File: config.mk
export PLATFORM = sky130hd
export DESIGN_NAME = alu_arbiter
export DESIGN_NICKNAME = d
export VERILOG_FILES = /design/src/rtl/alu_arbiter.sv
export SDC_FILE = /design/constraint.sdc
export NUM_CORES = 1
export LEC_CHECK = 0
export CAP_MARGIN = 0
export CORE_MARGIN = 3
export CORE_UTILIZATION = 25
export CTS_CLUSTER_SIZE = 12
export DETAILED_ROUTE_END_ITERATION = 8
export HOLD_SLACK_MARGIN = 0.06
export PLACE_DENSITY_LB_ADDON = 0.25
export SLEW_MARGIN = 40
export SYNTH_ARGS = -nofsm -noshare
export SYNTH_HDL_FRONTEND = slang
export SYNTH_SLANG_ARGS = --single-unit
File: constraint.sdc
create_clock -name clk -period 4 [get_ports clk]
set_input_delay 0.4 -clock clk [delete_from_list [all_inputs] [get_ports clk]]
set_output_delay 0.4 -clock clk [all_outputs]
set_load 0.02 [all_outputs]
File: src/rtl/alu_arbiter.sv
// Two-requester arbiter sharing one ALU: accept -> EXEC -> HOLD response handshake.
// Define ALU_ARB_FIXED_PRIO_EN for fixed priority (requester 0 wins ties); default is round-robin.

module alu (
  input  logic [31:0] a,
  input  logic [31:0] b,
  input  logic [3:0]  ALUOp,
  output logic [31:0] out
);
  logic signed [31:0] w_sa;
  logic signed [31:0] w_sb;

  assign w_sa = a;
  assign w_sb = b;

  always_comb begin
    out = '0;
    case (ALUOp)
      4'd0:    out = a & b;
      4'd1:    out = a | b;
      4'd2:    out = a + b;
      4'd3:    out = a - b;
      4'd4:    out = a ^ b;
      4'd5:    out = a << b[4:0];
      4'd6:    out = a >> b[4:0];
      4'd7:    out = w_sa >>> b[4:0];
      4'd8:    out = {31'd0, (w_sa < w_sb)};
      4'd9:    out = {31'd0, (a < b)};
      default: out = '0;
    endcase
  end
endmodule

module alu_arbiter #(
  parameter int unsigned MAX_OP = 9
) (
  input  logic        clk,
  input  logic        rst,
  input  logic        req0_valid,
  input  logic        req1_valid,
  output logic        req0_ready,
  output logic        req1_ready,
  input  logic [31:0] req0_a,
  input  logic [31:0] req0_b,
  input  logic [31:0] req1_a,
  input  logic [31:0] req1_b,
  input  logic [3:0]  req0_op,
  input  logic [3:0]  req1_op,
  output logic        rsp_valid,
  input  logic        rsp_ready,
  output logic        rsp_id,
  output logic [31:0] rsp_data,
  output logic        rsp_err,
  output logic        busy
);
  localparam logic [3:0] MAX_OP_L = MAX_OP[3:0];

  typedef enum logic [1:0] {IDLE, EXEC, HOLD} state_t;

  state_t      r_state;
  state_t      w_next;
  logic        w_gnt;
  logic        w_accept;
  logic        w_rdy0;
  logic        w_rdy1;
  logic [31:0] r_a;
  logic [31:0] r_b;
  logic [3:0]  r_op;
  logic        r_id;
  logic        r_valid;
  logic        r_rid;
  logic [31:0] r_data;
  logic        r_err;
  logic [31:0] w_alu_out;

`ifdef ALU_ARB_FIXED_PRIO_EN
  assign w_gnt = ~req0_valid & req1_valid;
`else
  // r_last holds the index granted on the previous accept; reset to 1 so requester 0 wins first
  logic r_last;

  assign w_gnt = (req0_valid & req1_valid) ? ~r_last : req1_valid;

  always_ff @(posedge clk or posedge rst) begin
    if (rst)           r_last <= 1'b1;
    else if (w_accept) r_last <= w_gnt;
  end
`endif

  assign w_rdy0   = (r_state == IDLE) & ~rst & req0_valid & ~w_gnt;
  assign w_rdy1   = (r_state == IDLE) & ~rst & req1_valid &  w_gnt;
  assign w_accept = w_rdy0 | w_rdy1;

  always_comb begin
    w_next = r_state;
    case (r_state)
      IDLE:    if (w_accept) w_next = EXEC;
      EXEC:    w_next = HOLD;
      HOLD:    if (r_valid && rsp_ready) w_next = IDLE;
      default: w_next = IDLE;
    endcase
  end

  always_ff @(posedge clk or posedge rst) begin
    if (rst) r_state <= IDLE;
    else     r_state <= w_next;
  end

  // Operand latch: operand values are only meaningful once r_state leaves IDLE
  always_ff @(posedge clk) begin
    if (w_accept) begin
      r_a  <= w_gnt ? req1_a  : req0_a;
      r_b  <= w_gnt ? req1_b  : req0_b;
      r_op <= w_gnt ? req1_op : req0_op;
    end
  end

  always_ff @(posedge clk or posedge rst) begin
    if (rst)           r_id <= 1'b0;
    else if (w_accept) r_id <= w_gnt;
  end

  alu u_alu (
    .a     (r_a),
    .b     (r_b),
    .ALUOp (r_op),
    .out   (w_alu_out)
  );

  // Response register: loaded at the end of EXEC, frozen through HOLD
  always_ff @(posedge clk or posedge rst) begin
    if (rst) begin
      r_valid <= 1'b0;
      r_rid   <= 1'b0;
      r_data  <= '0;
      r_err   <= 1'b0;
    end else if (r_state == EXEC) begin
      r_valid <= 1'b1;
      r_rid   <= r_id;
      r_err   <= (r_op > MAX_OP_L);
      r_data  <= (r_op > MAX_OP_L) ? 32'd0 : w_alu_out;
    end else if (r_state == HOLD && rsp_ready) begin
      r_valid <= 1'b0;
    end
  end

  assign req0_ready = w_rdy0;
  assign req1_ready = w_rdy1;
  assign rsp_valid  = r_valid;
  assign rsp_id     = r_rid;
  assign rsp_data   = r_data;
  assign rsp_err    = r_err;
  assign busy       = (r_state != IDLE);
endmodule

Word level (Yosys, flattened, before mapping)
Index checks and enable logic that the tools add are counted.
{ "word_totals": {"ff_bits": 107, "output_inout_bits": 38} }
{ "classes": {"add_sub_neg": 2, "magnitude_cmp": 3, "n_eq_ne": 13, "shift": 3, "mux": 11, "bitwise_logic": 13, "n_reduce_logical": 7} }
{ "ops": {"columns": ["cell", "n"], "rows": [
  ["$pmux 32 s10", 1],
  ["$mux 32", 3],
  ["$lt 32x32->1", 2],
  ["$add 32x32->32", 1],
  ["$and 32x32->32", 1],
  ["$or 32x32->32", 1],
  ["$shl 32x5->32", 1],
  ["$shr 32x5->32", 1],
  ["$sshr 32x5->32", 1],
  ["$sub 32x32->32", 1],
  ["$xor 32x32->32", 1],
  ["$eq 4x3->1 const B", 4],
  ["$eq 4x2->1 const B", 2],
  ["$eq 4x4->1 const B", 2],
  ["$and 1x1->1", 6],
  ["$pmux 2 s3", 1],
  ["$eq 4x1->1 const B", 1],
  ["$gt 4x4->1 const B", 1],
  ["$logic_not 4->1", 1],
  ["$mux 2", 2],
  ["$mux 4", 1],
  ["$ne 2x2->1 const B", 2],
  ["$reduce_bool 2->1", 2],
  ["$mux 1", 3],
  ["other kinds (7)", 10]
]} }

Depth between registers and ports, before layout
{ "depth": {"ltp_word": 7, "mapped_depth": 16, "depth_no_buf": 12} }

Modules after synthesis
Synthesis repeated with hierarchy kept, for this count alone.
{ "hier_totals": {"cells_unflattened": 1539, "hier_area_um2": 13088.8} }
{ "modules_own_cells": {"columns": ["module", "n_inst", "cells_per_inst", "area_per_inst_um2", "seq_area_each_um2"], "rows": [
  ["alu", 1, 1256, 8501.9, 0.0],
  ["alu_arbiter", 1, 283, 4586.9, 3019.1]
]} }

Worst setup path before layout
OpenSTA, ideal clock, no wires.
{ "synth_timing": {"kind": "register -> register", "startpoint": "reg r_b[2]", "endpoint": "reg r_data[24] (netlist: rsp_data[24])", "setup_time_ps": 82, "arrival_time_ps": 3617, "required_time_ps": 3918, "path_slack_ps": 301, "stages_incl_launch_ff": 17, "path_buffers": 5, "path_cell_list": "edfxtp_1 > buf_2 > clkinv_1 > buf_2 > buf_2 > clkbuf_1 > ha_1 > buf_2 > o21ba_1 > nor4_1 > o31ai_1 > and4b_1 > o31ai_2 > nand2_1 > nand3_1 > or3b_1 > a31oi_1"} }
{ "synth_via": {"elab_chain_len": 3} }
{ "synth_rtl": {"columns": ["element", "line", "text"], "rows": [
  ["from (decl)", "67", "logic [31:0] r_b;"],
  ["from (signal assigned)", "113", "r_b <= w_gnt ? req1_b : req0_b;"],
  ["$sub 32x32->32 (tied with other cells)", "22", "4'd3: out = a - b;"],
  ["$pmux 32 s10 (*)", "18", "case (ALUOp)"],
  ["$mux 32 (*)", "141", "r_data <= (r_op > MAX_OP_L) ? 32'd0 : w_alu_out;"],
  ["to (signal assigned)", "141", null],
  ["to (decl)", "72", "logic [31:0] r_data;"]
]} }
Every way passes the cells marked *; elsewhere a longest branch is shown, timed or not.
A chain may end at the register's enable or synchronous reset.

Worst setup path after layout
{ "layout_timing": {"startpoint": "reg r_a[11]", "endpoint": "reg r_data[30] (netlist: rsp_data[30])"} }
{ "layout_via": {"elab_chain_len": 3} }
{ "layout_rtl": {"columns": ["element", "line", "text"], "rows": [
  ["from (decl)", "66", "logic [31:0] r_a;"],
  ["from (signal assigned)", "112", "r_a <= w_gnt ? req1_a : req0_a;"],
  ["$sub 32x32->32 (tied with other cells)", "22", null],
  ["$pmux 32 s10 (*)", "18", null],
  ["$mux 32 (*)", "141", null]
]} }
Marked as above.

==> impl_metrics.yaml <==
timing:
  finalClockSkew_ps: 15.6
  period_needed_ps: 3580
  worst_pin_slew_ps: 868
  fmax_ghz: 0.279
  setup_tns_ps: 0
  setup_viol: 0
  rsz0062_at_grt: "false"
  period_share_pct: 89.4
  maxSlewHeadroom_pct: 41.8
  slew_viol_final: 0
  hold_violations: 0
synth:
  ys_seq_area_share_pct: 23.4
  syn_inst: 1495
  ys_ff_latch: 107
  syn_nets: 1747
  yosysWarnings: 0
  syn_avg_cell_area_um2: 8.64
  synth_most_common_cell: "nor2_1"
  netlist_top_cells_area: "edfxtp_1 16%, ha_1 11%, mux4_2 9.4%"
  netlist.area_leader.share_pct: 15.8
  synth_edf_count: 68
  synth_cell_types: 88
  syn_area_um2: 12900
  ys.flop_type: "edfxtp_1"
  synthTopCellsByCount: "161 x nor2_1, 134 x a21oi_1, 113 x nand2_1"
  yosysTopAreaCell: "edfxtp_1"
  synthArstFlopShare_pct: 36.4
clock_network:
  clkTransAtPathRegs_ps: 80
  h-tree-depth: 3
  cts_resized: 0
  clk_path_buf_depth: 2
  cts_hold_buf: 0
  cts-root-buf: "clkbuf_16"
  cts.sinks: 107
  worstSkewPairLatency_ps: 410
  cts_tree: "done"
  cts_made_buffers: 9
  post_cts_buffers: 0
floorplanning:
  start_util_pct: 25.5
  fp.dieH_um: 233
  io_pins: 179
  die-area_um2: 54400
  design.core.area_um2: 50600
  rows: 82
  die_w_um: 233
routing:
  drc: 0
  drt_iter0_markers: 1425
  routed_wl_um: 58300
  viasPerCell: 5.56
  ant_nets: 0
  dr.pass1.iters: 5
  num_vias: 12800
  wl_per_cell_um: 25.2
power_and_ir_drop:
  power.density_nw_per_um2: 471
  switchingPower_mw: 3.64
  pwr-share-clk_pct: 12.6
  ir_drop_mv: 0.240
  p_leak_nw: 6.18
  seq_power_share_pct: 23.8
  swShare_pct: 48.7
  combPwrFrac_pct: 63.5
  p_int_mw: 3.82
setup_path:
  r2r_cells: 10
  path_buf_inv: 1
  crit_type: "flip-flop to flip-flop"
  crit_chain: "inv_1 > ha_1 > or3_1 > o221a_2 > and4b_1 > o32a_1 > o221ai_1 > a22oi_1 > xnor2_1 > o31ai_1"
  startpoint_type: "flip-flop"
  path_max_fanout: 13
  timing.rr.start: "r_a[11]"
  reg2reg_to: "rsp_data[30]"
  arrival_ps: 3890
  r2r_slack_ps: 420
  worstSetupEndpointType: "flip-flop"
  critical_path.max_stage_delay_ps: 600
  slowest_stage: "edfxtp_1"
  critPathTopFamily: "compound AO/OA/AOI/OAI gates"
  required_ps: 4310
placement:
  gp_congestion: 0.975
  dp_hpwl_um: 45100
  numPortBuffers: 178
finish:
  areaGrowthSynthToFinish_pct: 22.6
  fillCellCount: 5310
  finish.utilization_pct: 31.3
  multi_input_area_um2: 9060
  nets: 1883
  regArea_um2: 3020
  drive_gt1_share_pct: 13.9
global_routing:
  grt_pass1_vias: 12200
  grt_pass1_wl_um: 84000
  antenna_found_initial: 2
  grt_max_degree: 77
  track_usage_pct: 21.0
  overflow: 0
outcome:
  outcome: "finished, final reports clean"
job:
  cap_violations: 0
worst_hold_path:
  hp-class: "input port to async pin"
## kinds of logic after synthesis
group	after synthesis	share of synthesized area, %
flops	107	23.4
simple gates	414	14.5
buf+inv	207	6.77
mux	170	19.4
fa+ha+maj	111	10.9
xor+xnor	25	1.70
compound gates	461	23.4
## flip-flops by register name, summed over array words and instances (netlist names)
name       cells
r_a           32
r_b           32
rsp_data      32
r_op           4
r_state        2
r_id           1
r_last         1
rsp_err        1
rsp_id         1
rsp_valid      1
## cells in the final DEF, fill, tap and decap left out, types with 11 or more instances in the layout
cell type,instances
nor3_1,28
xnor2_1,22
a21oi_1,134
o21ai_1,42
o221ai_1,11
edfxtp_1,68
buf_4,52
or3_1,13
dfrtp_1,38
o31ai_1,15
ha_1,109
a221oi_1,33
mux2_2,75
mux2i_1,38
nand3_1,26
nand2_1,113
o211ai_1,16
o21ai_0,59
a21o_1,15
a211oi_1,19
clkdlybuf4s50_1,178
o21bai_1,17
a31oi_1,13
mux4_2,54
a22oi_1,11
nor2_1,161
inv_1,90
## worst register-to-register path, cell delays in order (launching register included)
cell,delay (ps)
edfxtp_1,600
inv_1,120
ha_1,540
or3_1,570
o221a_2,330
and4b_1,220
o32a_1,390
o221ai_1,230
a22oi_1,140
xnor2_1,160
o31ai_1,190
## power groups by stage
stage / combinational [mW] / sequential (mW) / clock [mW]
detailed placement: 4.66 / 1.80 / 0
CTS: 4.68 / 1.78 / 0.984
finish: 4.74 / 1.78 / 0.942
global route: 5.08 / 1.81 / 1.02
floorplan: 2.80 / 1.86 / 0
global placement: 4.66 / 1.80 / 0
## per-stage QoR
stage | cells | power [mW] | hold slack [ps] | setup WS [ps] | instance area (µm²)
after floorplan | 1495 | 4.66 | 445 | 301 | 12900
final | 2309 | 7.46 | 453 | 422 | 15800
after global routing | 2308 | 7.92 | 486 | 242 | 15800
after global placement | 2290 | 6.46 | 454 | 511 | 15500
after CTS | 2308 | 7.44 | 458 | 460 | 15800
after detailed placement | 2292 | 6.45 | 470 | 469 | 15600
## area by class of cell
class	instances	area share [%]
multi-input cells	1181	57.2
flip-flops and latches	107	19.1
repair buffers	235	14.3
well taps	672	5.31
inverters	97	2.31
clock buffers	12	1.63
clock inverters	4	0.142
diodes	1	0.0158
## worst max path at each step
stage	end	cells past startpoint	start	slack, ps
global placement	rsp_data[30]	10	r_a[11]	510
detailed placement	rsp_data[30]	10	r_a[11]	470
finish	rsp_data[30]	10	r_a[11]	420
CTS	rsp_data[30]	10	r_a[11]	460
global route	rsp_data[30]	11	r_a[11]	240
floorplan	rsp_data[24]	16	r_b[2]	300
## routing by layer
metal,share of wire (%),wire [µm],global-route usage [%]
met1,45,26500,30.3
met2,44,25600,32.3
met3,8.1,4710,3.33
met4,2.6,1500,6.35
met5,0,0,0
(Power assumes the default switching activity.)
